===== src/rtl/button_conditioner.sv =====
// button_conditioner: N-channel push-button / switch conditioner.
// Per channel: two-flop synchroniser, stable-count debounce filter,
// registered one-cycle press/release strobes and an optional
// hold-to-repeat strobe generator.
// Optional feature macro: BTN_REPEAT_EN (defined -> repeat FSM present,
// undefined -> o_repeat tied low and the REPEAT_* parameters ignored).
module button_conditioner #(
  parameter int unsigned NUM_CH          = 5,
  parameter int unsigned DEBOUNCE_CYCLES = 50000,
  parameter int unsigned REPEAT_DELAY    = 25000000,
  parameter int unsigned REPEAT_PERIOD   = 5000000
) (
  input  logic              i_clk,
  input  logic              i_resetn,
  input  logic [NUM_CH-1:0] i_noisy,
  output logic [NUM_CH-1:0] o_clean,
  output logic [NUM_CH-1:0] o_press,
  output logic [NUM_CH-1:0] o_release,
  output logic [NUM_CH-1:0] o_repeat
);

  localparam int unsigned DB_W = (DEBOUNCE_CYCLES > 1) ? $clog2(DEBOUNCE_CYCLES) : 1;
  localparam logic [DB_W-1:0] DB_LAST = DB_W'(DEBOUNCE_CYCLES - 1);

`ifdef BTN_REPEAT_EN
  localparam int unsigned RPT_MAX = (REPEAT_DELAY > REPEAT_PERIOD) ? REPEAT_DELAY : REPEAT_PERIOD;
  localparam int unsigned RPT_W   = (RPT_MAX > 1) ? $clog2(RPT_MAX) : 1;
  localparam logic [RPT_W-1:0] RD_LAST = RPT_W'(REPEAT_DELAY - 1);
  localparam logic [RPT_W-1:0] RP_LAST = RPT_W'(REPEAT_PERIOD - 1);

  typedef enum logic [1:0] {
    ST_IDLE,
    ST_DELAY,
    ST_PERIOD
  } rpt_state_t;
`endif

  for (genvar c = 0; c < NUM_CH; c++) begin : g_ch
    logic            r_s1;
    logic            r_s2;
    logic            r_clean;
    logic            r_press;
    logic            r_release;
    logic [DB_W-1:0] r_cnt;
    logic            w_accept;
    logic            w_rise;
    logic            w_fall;

    // Acceptance happens on the edge where the mismatch streak completes.
    assign w_accept = (r_s2 != r_clean) && (r_cnt == DB_LAST);
    assign w_rise   = w_accept &  r_s2;
    assign w_fall   = w_accept & ~r_s2;

    // Two-flop synchroniser for the raw asynchronous input.
    always_ff @(posedge i_clk or negedge i_resetn) begin
      if (!i_resetn) begin
        r_s1 <= 1'b0;
        r_s2 <= 1'b0;
      end else begin
        r_s1 <= i_noisy[c];
        r_s2 <= r_s1;
      end
    end

    // Debounce: accept a new level after DEBOUNCE_CYCLES consecutive mismatches.
    always_ff @(posedge i_clk or negedge i_resetn) begin
      if (!i_resetn) begin
        r_cnt     <= '0;
        r_clean   <= 1'b0;
        r_press   <= 1'b0;
        r_release <= 1'b0;
      end else begin
        r_press   <= w_rise;
        r_release <= w_fall;
        if (r_s2 == r_clean) begin
          r_cnt <= '0;
        end else if (r_cnt == DB_LAST) begin
          r_clean <= r_s2;
          r_cnt   <= '0;
        end else begin
          r_cnt <= r_cnt + DB_W'(1);
        end
      end
    end

    assign o_clean[c]   = r_clean;
    assign o_press[c]   = r_press;
    assign o_release[c] = r_release;

`ifdef BTN_REPEAT_EN
    rpt_state_t       r_state;
    logic [RPT_W-1:0] r_rcnt;
    logic             r_repeat;

    // Hold-to-repeat FSM; it keys off the acceptance edge rather than the
    // registered strobe so the first repeat lands exactly REPEAT_DELAY
    // edges after the press strobe edge, and release always wins.
    always_ff @(posedge i_clk or negedge i_resetn) begin
      if (!i_resetn) begin
        r_state  <= ST_IDLE;
        r_rcnt   <= '0;
        r_repeat <= 1'b0;
      end else begin
        r_repeat <= 1'b0;
        if (w_fall) begin
          r_state <= ST_IDLE;
          r_rcnt  <= '0;
        end else begin
          case (r_state)
            ST_IDLE: begin
              if (w_rise) begin
                r_state <= ST_DELAY;
                r_rcnt  <= '0;
              end
            end
            ST_DELAY: begin
              if (r_rcnt == RD_LAST) begin
                r_repeat <= 1'b1;
                r_rcnt   <= '0;
                r_state  <= ST_PERIOD;
              end else begin
                r_rcnt <= r_rcnt + RPT_W'(1);
              end
            end
            ST_PERIOD: begin
              if (r_rcnt == RP_LAST) begin
                r_repeat <= 1'b1;
                r_rcnt   <= '0;
              end else begin
                r_rcnt <= r_rcnt + RPT_W'(1);
              end
            end
            default: begin
              r_state <= ST_IDLE;
              r_rcnt  <= '0;
            end
          endcase
        end
      end
    end

    assign o_repeat[c] = r_repeat;
`else
    assign o_repeat[c] = 1'b0;
`endif
  end

endmodule


===== config.mk =====
export PLATFORM = sky130hd
export DESIGN_NAME = button_conditioner
export DESIGN_NICKNAME = d
export VERILOG_FILES = /design/src/rtl/button_conditioner.sv
export SDC_FILE = /design/constraint.sdc
export NUM_CORES = 1
export LEC_CHECK = 0
export ABC_CLOCK_PERIOD_IN_PS = 2000
export CORE_ASPECT_RATIO = 1.4
export CORE_MARGIN = 2
export CORE_UTILIZATION = 59
export DETAILED_ROUTE_END_ITERATION = 7
export PLACE_DENSITY = 0.76
export SYNTH_ARGS = -nofsm -noshare
export SYNTH_HDL_FRONTEND = slang
export SYNTH_SLANG_ARGS = --single-unit

===== constraint.sdc =====
create_clock -name i_clk -period 2 [get_ports i_clk]
set_input_delay 0.4 -clock i_clk [delete_from_list [all_inputs] [get_ports i_clk]]
set_output_delay 0.4 -clock i_clk [all_outputs]
set_load 0.01 [all_outputs]

==> impl_results.md, run 1 <==
* Global-route wire length before repair at 14,600 µm
* WP depth at 3
* Placed Cells incl. Taps at 575
* Hold_buf cts at 0
* Root Driver: clkbuf_16
* Crit path time final at 1870 ps
* Clk sinks at 105
* Final count of pins violating max slew at 0
* Post-CTS Setup Inserts at 0
* Worst setup EP type: register
* Mapped Area at 4900 µm²
* Critical Path Sink: g_ch[4].r_clean
* Most frequent cells in the layout: dfrtp_1, nor2_1, xnor2_1, nand3_1
* RR Endpoint: g_ch[4].r_clean
* Synth unique cells at 38
* Largest net degree at the start of global routing at 64
* DR pass1 iterations at 4
* Arr. time, crit path at 2100 ps
* Vias per inst at 5.61
* FMAX at 534 MHz
* Tcrit/Tclk final at 93.6%
* CTS tree: yes
* Gr usage total at 20.8%
* # rows at 39
* DP Wirelength at 5880 µm
* Core footprint at 8100 µm²
* Final Skew at 5.16 ps
* Top cell type's share of synthesized area at 53.7%
* Layout Cells excl Fill at 591
* Area leader, netlist: dfrtp_1
* Slowest CP cell: or4_4
* GRT overflow at 0
* HP Class: in2async
* Buf/Inv on CP at 0
* Worst-Skew Late Latency at 340 ps
* Port Buffers at 21
* Die Y at 112 µm
* CP peak stage delay at 590 ps
* CTS buffer count at 9
* Mapped Cells at 464
* Setup TNS at 0 ps
* Crit. Startpoint: g_ch[4].r_cnt[10]
* Post-cts sizing count at 0
* Max Cap Viol at 0
* Die W at 81.0 µm
* Worst path cell trace: or3_1 -> or4_4 -> mux2_4
* Syn-to-layout area delta at 13.0%
* CP top delay family: simple AND/OR/NAND/NOR gates
* Seq/Total Area, Yosys at 53.7%
* Worst Setup Start Kind: register
* Share of layout cells above drive strength 1 at 8.38%
* Reg2Reg Setup Slack at 130 ps
* Required time of the critical path at 2230 ps
* Crit Path Class: reg2reg
* Lkg Pwr at 2.25 nW
* # DRC at 0
* VDD IR max at 680 µV
* Final Net Count at 496
* Seq cells post-synth at 105
* Total wire length at 8520 µm
* I/O pin cnt at 27
* Number of global-route vias before repair at 3,281
* Worst-path clk slew at 60 ps
* Initial drt markers at 218
* Final setup fails at 0
* H-tree Lvls at 3
* Status: completed
* Synth area leaders: dfrtp_1, xnor2_1, nor2_1
* Worst R2R Start: g_ch[4].r_cnt[10]
* Initial antenna violation count at 0
* Unrepaired setup endpoints after global routing: no
* Die area at 9050 µm²
* Worst-path fanout max at 4
* CTS max path bufs at 2
* WL/cell at 14.4 µm
* Post-DRT Antenna Nets at 0
* Yosys synthesis warning count at 0
* Worst R2R Path Depth at 3
* Pwr per Cell Area at 810 nW/µm²
* Diode count at 0
* GP Congestion at 0.909
* Commonest non-fill, non-tap cell in the layout: dfrtp_1
* Avg Inst Size Synth at 10.6 µm²
* Initial Utilization at 60.4%
* Via count at 3,318
* Total design power at 4.48 mW
* Final hold violations at 0
-- cells by family (layout without fill, tap and decap cells) --
group	Yosys count	count (layout)	synth area share [%]
xor gates and xnor gates	71	71	12.7
buffers and inverters	38	59	4.75
and+or+nand+nor	230	230	24.9
DFF	105	105	53.7
muxes	5	5	1.30
adders and majority gates	5	5	1.28
AOI/OAI and AO/OA	9	9	1.33
other	1	5	0.0766
-- worst min path at each step --
stage | start | end | slack [ps] | cells after the start
2_1_floorplan | i_resetn | g_ch[0].r_clean | 100 | 0
3_3_place_gp | g_ch[1].r_s1 | g_ch[1].r_s2 | 330 | 0
3_5_place_dp | g_ch[3].r_s1 | g_ch[3].r_s2 | 340 | 0
4_1_cts | i_resetn | g_ch[0].r_press | 30 | 2
5_1_grt | i_resetn | g_ch[0].r_cnt[13] | 40 | 2
6_report | i_resetn | g_ch[0].r_cnt[13] | 30 | 2
-- flip-flops by register name, indices dropped and copies added, names as in the netlist --
signal,count
g_ch.r_s1,5
g_ch.r_press,5
g_ch.r_s2,5
g_ch.r_cnt,80
g_ch.r_clean,5
g_ch.r_release,5
-- final cells by class --
cell class | count | area (µm²)
Multi-Input combinational cell | 325 | 2050
Sequential cell | 105 | 2630
Tap cell | 102 | 128
Clock inverter | 5 | 125
Timing Repair Buffer | 30 | 300
Inverter | 13 | 48.8
Fill cell | 637 | 2570
Clock buffer | 11 | 253
-- worst reg2reg max path, stage by stage (launching register included) --
cell	delay [ps]
dfrtp_1	420
or3_1	430
or4_4	590
mux2_4	310
-- cell usage after synthesis --
cell       number
nand2_1        18
or2_2           2
or3_1           5
xnor2_1        57
clkbuf_1        2
dfrtp_1       105
mux2_4          2
nor4bb_1        4
or4_1           2
mux2_1          1
nand4bb_1       4
buf_4          22
inv_1          13
nand3_2         1
buf_6           1
o31ai_1         2
and2_1          1
nand3_1        27
nor4b_1         2
nand2_4         1
o21ai_0         1
conb_1          1
nand3b_1        1
a21oi_1         4
mux2_2          2
nand2_2         1
o41ai_2         1
nor4b_2         1
nor4_1         18
nor2_1         84
or4_4           3
xor2_1         14
nor3b_1        10
ha_1            5
and3_1          9
nor3_1         16
a31o_2          1
nand4_1        20
-- per-layer routing --
metal	global-route usage, %	part of all wire, %	up-vias
met5	0	0	-
met4	8.93	1.7	0
met3	4.13	2.7	12
met2	34.5	51	59
met1	26.1	45	1640
li1	-	-	1607
-- report_power, final --
group          internal (mW)  switching (mW)
combinational         0.0521          0.0924
clock                   1.41           0.729
sequential              2.16          0.0346
total                   3.62           0.856
-- through the flow --
| step | area [µm²] | utilization [%] | hold WS (ps) | setup slack [ps] |
|---|---|---|---|---|
| final | 5530 | 68.3 | 33.2 | 128 |
| after global routing | 5530 | 68.3 | 44.3 | 65.1 |
| after CTS | 5530 | 68.3 | 34.8 | 140 |
| after detailed placement | 5150 | 63.6 | 337 | 165 |
| after global placement | 5150 | 63.6 | 333 | 193 |
| after floorplan | 4910 | - | 104 | 218 |
Note: power is estimated with default switching activity, not from simulation.
==> inputs of run 2 (changes only) <==
--- a/config.mk
+++ b/config.mk
@@ -5,12 +5,13 @@
 export SDC_FILE = /design/constraint.sdc
 export NUM_CORES = 1
 export LEC_CHECK = 0
-export ABC_CLOCK_PERIOD_IN_PS = 2000
+export ABC_AREA = 1
 export CORE_ASPECT_RATIO = 1.4
 export CORE_MARGIN = 2
-export CORE_UTILIZATION = 59
+export CORE_UTILIZATION = 60
 export DETAILED_ROUTE_END_ITERATION = 7
 export PLACE_DENSITY = 0.76
+export SETUP_SLACK_MARGIN = 0.5
 export SYNTH_ARGS = -nofsm -noshare
 export SYNTH_HDL_FRONTEND = slang
 export SYNTH_SLANG_ARGS = --single-unit
==> run 2 against run 1 <==
  * Non-clock buffer count decreased by 6
  * Largest cell class unchanged
  * Final cell count grew 38%
  * Clock skew barely moved
  * Clock power decreased by 23%
  * Highest routed layer unchanged
  * Worst setup slack gained 420 ps
==> impl_results.md, run 2 <==
* Main synth FF type: dfrtp_1
* Final Net Count at 714
* Cell Area, Placed at 5710 µm²
* Final count of pins violating max slew at 0
* Root Driver: clkbuf_16
* Max reg flops at 80
* Switching Fraction at 22.0%
* Max Cap Viol at 0
* Flop pwr share at 54.8%
* Commonest cells in the netlist: nor2_1, nand2_1, dfrtp_1
* Worst-margin pin slew at 552 ps
* HP Class: in2async
* Arr. time, crit path at 1050 ps
* DR pass1 iterations at 5
* Buf/Inv on CP at 1
* Final hold violations at 0
* WL/cell at 13.3 µm
* CTS buffer count at 9
* Seq cells post-synth at 105
* Post-synth ARST share at 100%
* Post-DRT Antenna Nets at 0
* Clk sinks at 105
* Number of global-route vias before repair at 4,158
* Post-synthesis mux area share at 0%
* Syn-to-layout area delta at 9.05%
* Most flops, register: g_ch.r_cnt
* Largest net degree at the start of global routing at 106
* Core footprint at 8980 µm²
* Crit path time final at 1450 ps
* Synth unique cells at 29
* Via count at 4,401
* Logic pwr share at 4.1%
* Slowest CP cell: dfrtp_1
* Synthesized-area fraction occupied by adder cells at 1.14%
* Status: completed
* Pwr per Cell Area at 666 nW/µm²
* Unrepaired setup endpoints after global routing: no
* Global-route wire length before repair at 18,500 µm
* Final Skew at 4.76 ps
* Required time of the critical path at 1600 ps
* Top-count cell post-synth: nor2_1
* Total wire length at 10,800 µm
* Final design area excluding fillers at 6000 µm²
* Int Power at 3.12 mW
* FMAX at 689 MHz
* Share of layout cells above drive strength 1 at 10.3%
* Fill cells at 736
* I/O pin cnt at 27
* GRT overflow at 0
* Initial Utilization at 61.3%
* Diode count at 0
* Worst-Skew Late Latency at 350 ps
* Most frequent cells in the layout: nor2_1, nand2_1, dfrtp_1, inv_1, nand3_1
* Yosys synthesis warning count at 0
* Final setup fails at 0
* GP Congestion at 0.942
* Synth area leaders: dfrtp_1, nor2_1, nand2_1
* Die Y at 117 µm
* Crit Path Class: reg2out
* Mapped Area at 5500 µm²
* CTS max path bufs at 2
* Compound-Gate Fraction of Synth Area at 3.03%
* Switching Power at 878 µW
* Number of enable flip-flop cells after synthesis at 0
* # rows at 41
* Setup TNS at 0 ps
* Worst-path fanout max at 4
* Gr usage total at 23.1%
* Vias per inst at 5.41
* DP Wirelength at 7730 µm
* Worst Setup Start Kind: register
* Die W at 84.9 µm
* Port Buffers at 21
* Mapped Cells at 685
* Worst-path clk slew at 70 ps
* Commonest non-fill, non-tap cell in the layout: nor2_1
* H-tree Lvls at 3
* Die area at 9960 µm²
* Lkg Pwr at 2.87 nW
* Initial antenna violation count at 0
* Post-synthesis xor/xnor area fraction at 5.41%
* Area leader, netlist: dfrtp_1
* # DRC at 0
* Top cell type's share of synthesized area at 47.8%
* Register area at 2630 µm²
* Relative slew slack at 63.2%
* CTS tree: yes
* Worst path cell trace: dlygate4sd2_1
* Area of the multi-input gates at 2450 µm²
* Largest family of logic cells by synthesized area: simple AND/OR/NAND/NOR gates
* Tcrit/Tclk final at 72.6%
* Synth Area in Simple Gates at 34.3%
* Avg Inst Size Synth at 8.03 µm²
* VDD IR max at 550 µV
* Worst setup EP type: output pin
* CP peak stage delay at 410 ps
* Clock share of power at 41.0%
* Initial drt markers at 232
* Seq/Total Area, Yosys at 47.8%
* CP top delay family: flip-flops
run 2: what timing repair did:
action                                  in CTS  in global routing
cloned                                       0                  1
pin swaps                                    0                  1
setup buffers                                0                  2
endpoints found under the setup margin      15                 19
resized for setup                           15                  5
hold buffers                                 0                  0
run 2: power groups by stage:
| stage | logic (mW) | clock network (mW) | registers (mW) |
|---|---|---|---|
| 6_report | 0.165 | 1.64 | 2.19 |
| 2_1_floorplan | 0.0976 | 0 | 2.22 |
| 5_1_grt | 0.192 | 1.75 | 2.19 |
| 4_1_cts | 0.166 | 1.68 | 2.19 |
| 3_5_place_dp | 0.165 | 0 | 2.23 |
| 3_3_place_gp | 0.161 | 0 | 2.23 |
run 2: through the flow:
stage / hold WS (ps) / setup slack, ps / total power, mW / utilization [%] / cells
CTS: 149 / 525 / 4.04 / 66.4 / 810
floorplan: 104 / 775 / 2.32 / - / 689
global placement: 334 / 649 / 2.39 / 63.6 / 795
finish: 109 / 549 / 3.99 / 66.8 / 813
detailed placement: 335 / 588 / 2.40 / 63.6 / 795
global route: 171 / 492 / 4.14 / 66.8 / 813
run 2: area by class of cell:
class	instances	share of cell area (%)
well taps	107	2.23
flip-flops and latches	105	43.8
clock inverters	2	0.229
clock buffers	13	4.34
inverters	76	4.76
repair buffers	24	3.73
multi-input cells	486	40.9
run 2: metal layers:
metal	global-route usage, %	vias up	part of all wire [%]
li1	-	2149	-
met1	28.6	2122	42
met2	40.8	114	53
met3	4.56	16	4.0
met4	7.94	0	1.6
met5	0	-	0
run 2: logic make-up after synthesis:
logic type | after synthesis
and+or+nand+nor | 414
DFF | 105
buffers and inverters | 99
xor gates and xnor gates | 34
AOI/OAI and AO/OA | 27
adders and majority gates | 5
other | 1
run 2: worst register-to-register path, delay by kind of cell (launching register included):
family / cells / cell delay (ps)
adders and majority gates: 1 / 230
and+or+nand+nor: 5 / 680
DFF: 1 / 410
run 2: worst paths after layout:
kind                       slack, ps        startpoint           endpoint  cells after the start
hold reg to reg                  350      g_ch[3].r_s1       g_ch[3].r_s2                      0
setup / recovery                 550   g_ch[0].r_clean         o_clean[0]                      1
setup reg to reg                 580  g_ch[1].r_cnt[0]  g_ch[1].r_cnt[14]                      6
min in group i_clk               350      g_ch[3].r_s1       g_ch[3].r_s2                      0
hold / removal                   110          i_resetn  g_ch[0].r_cnt[11]                      2
max in group asynchronous       1450          i_resetn  g_ch[3].r_cnt[15]                      2
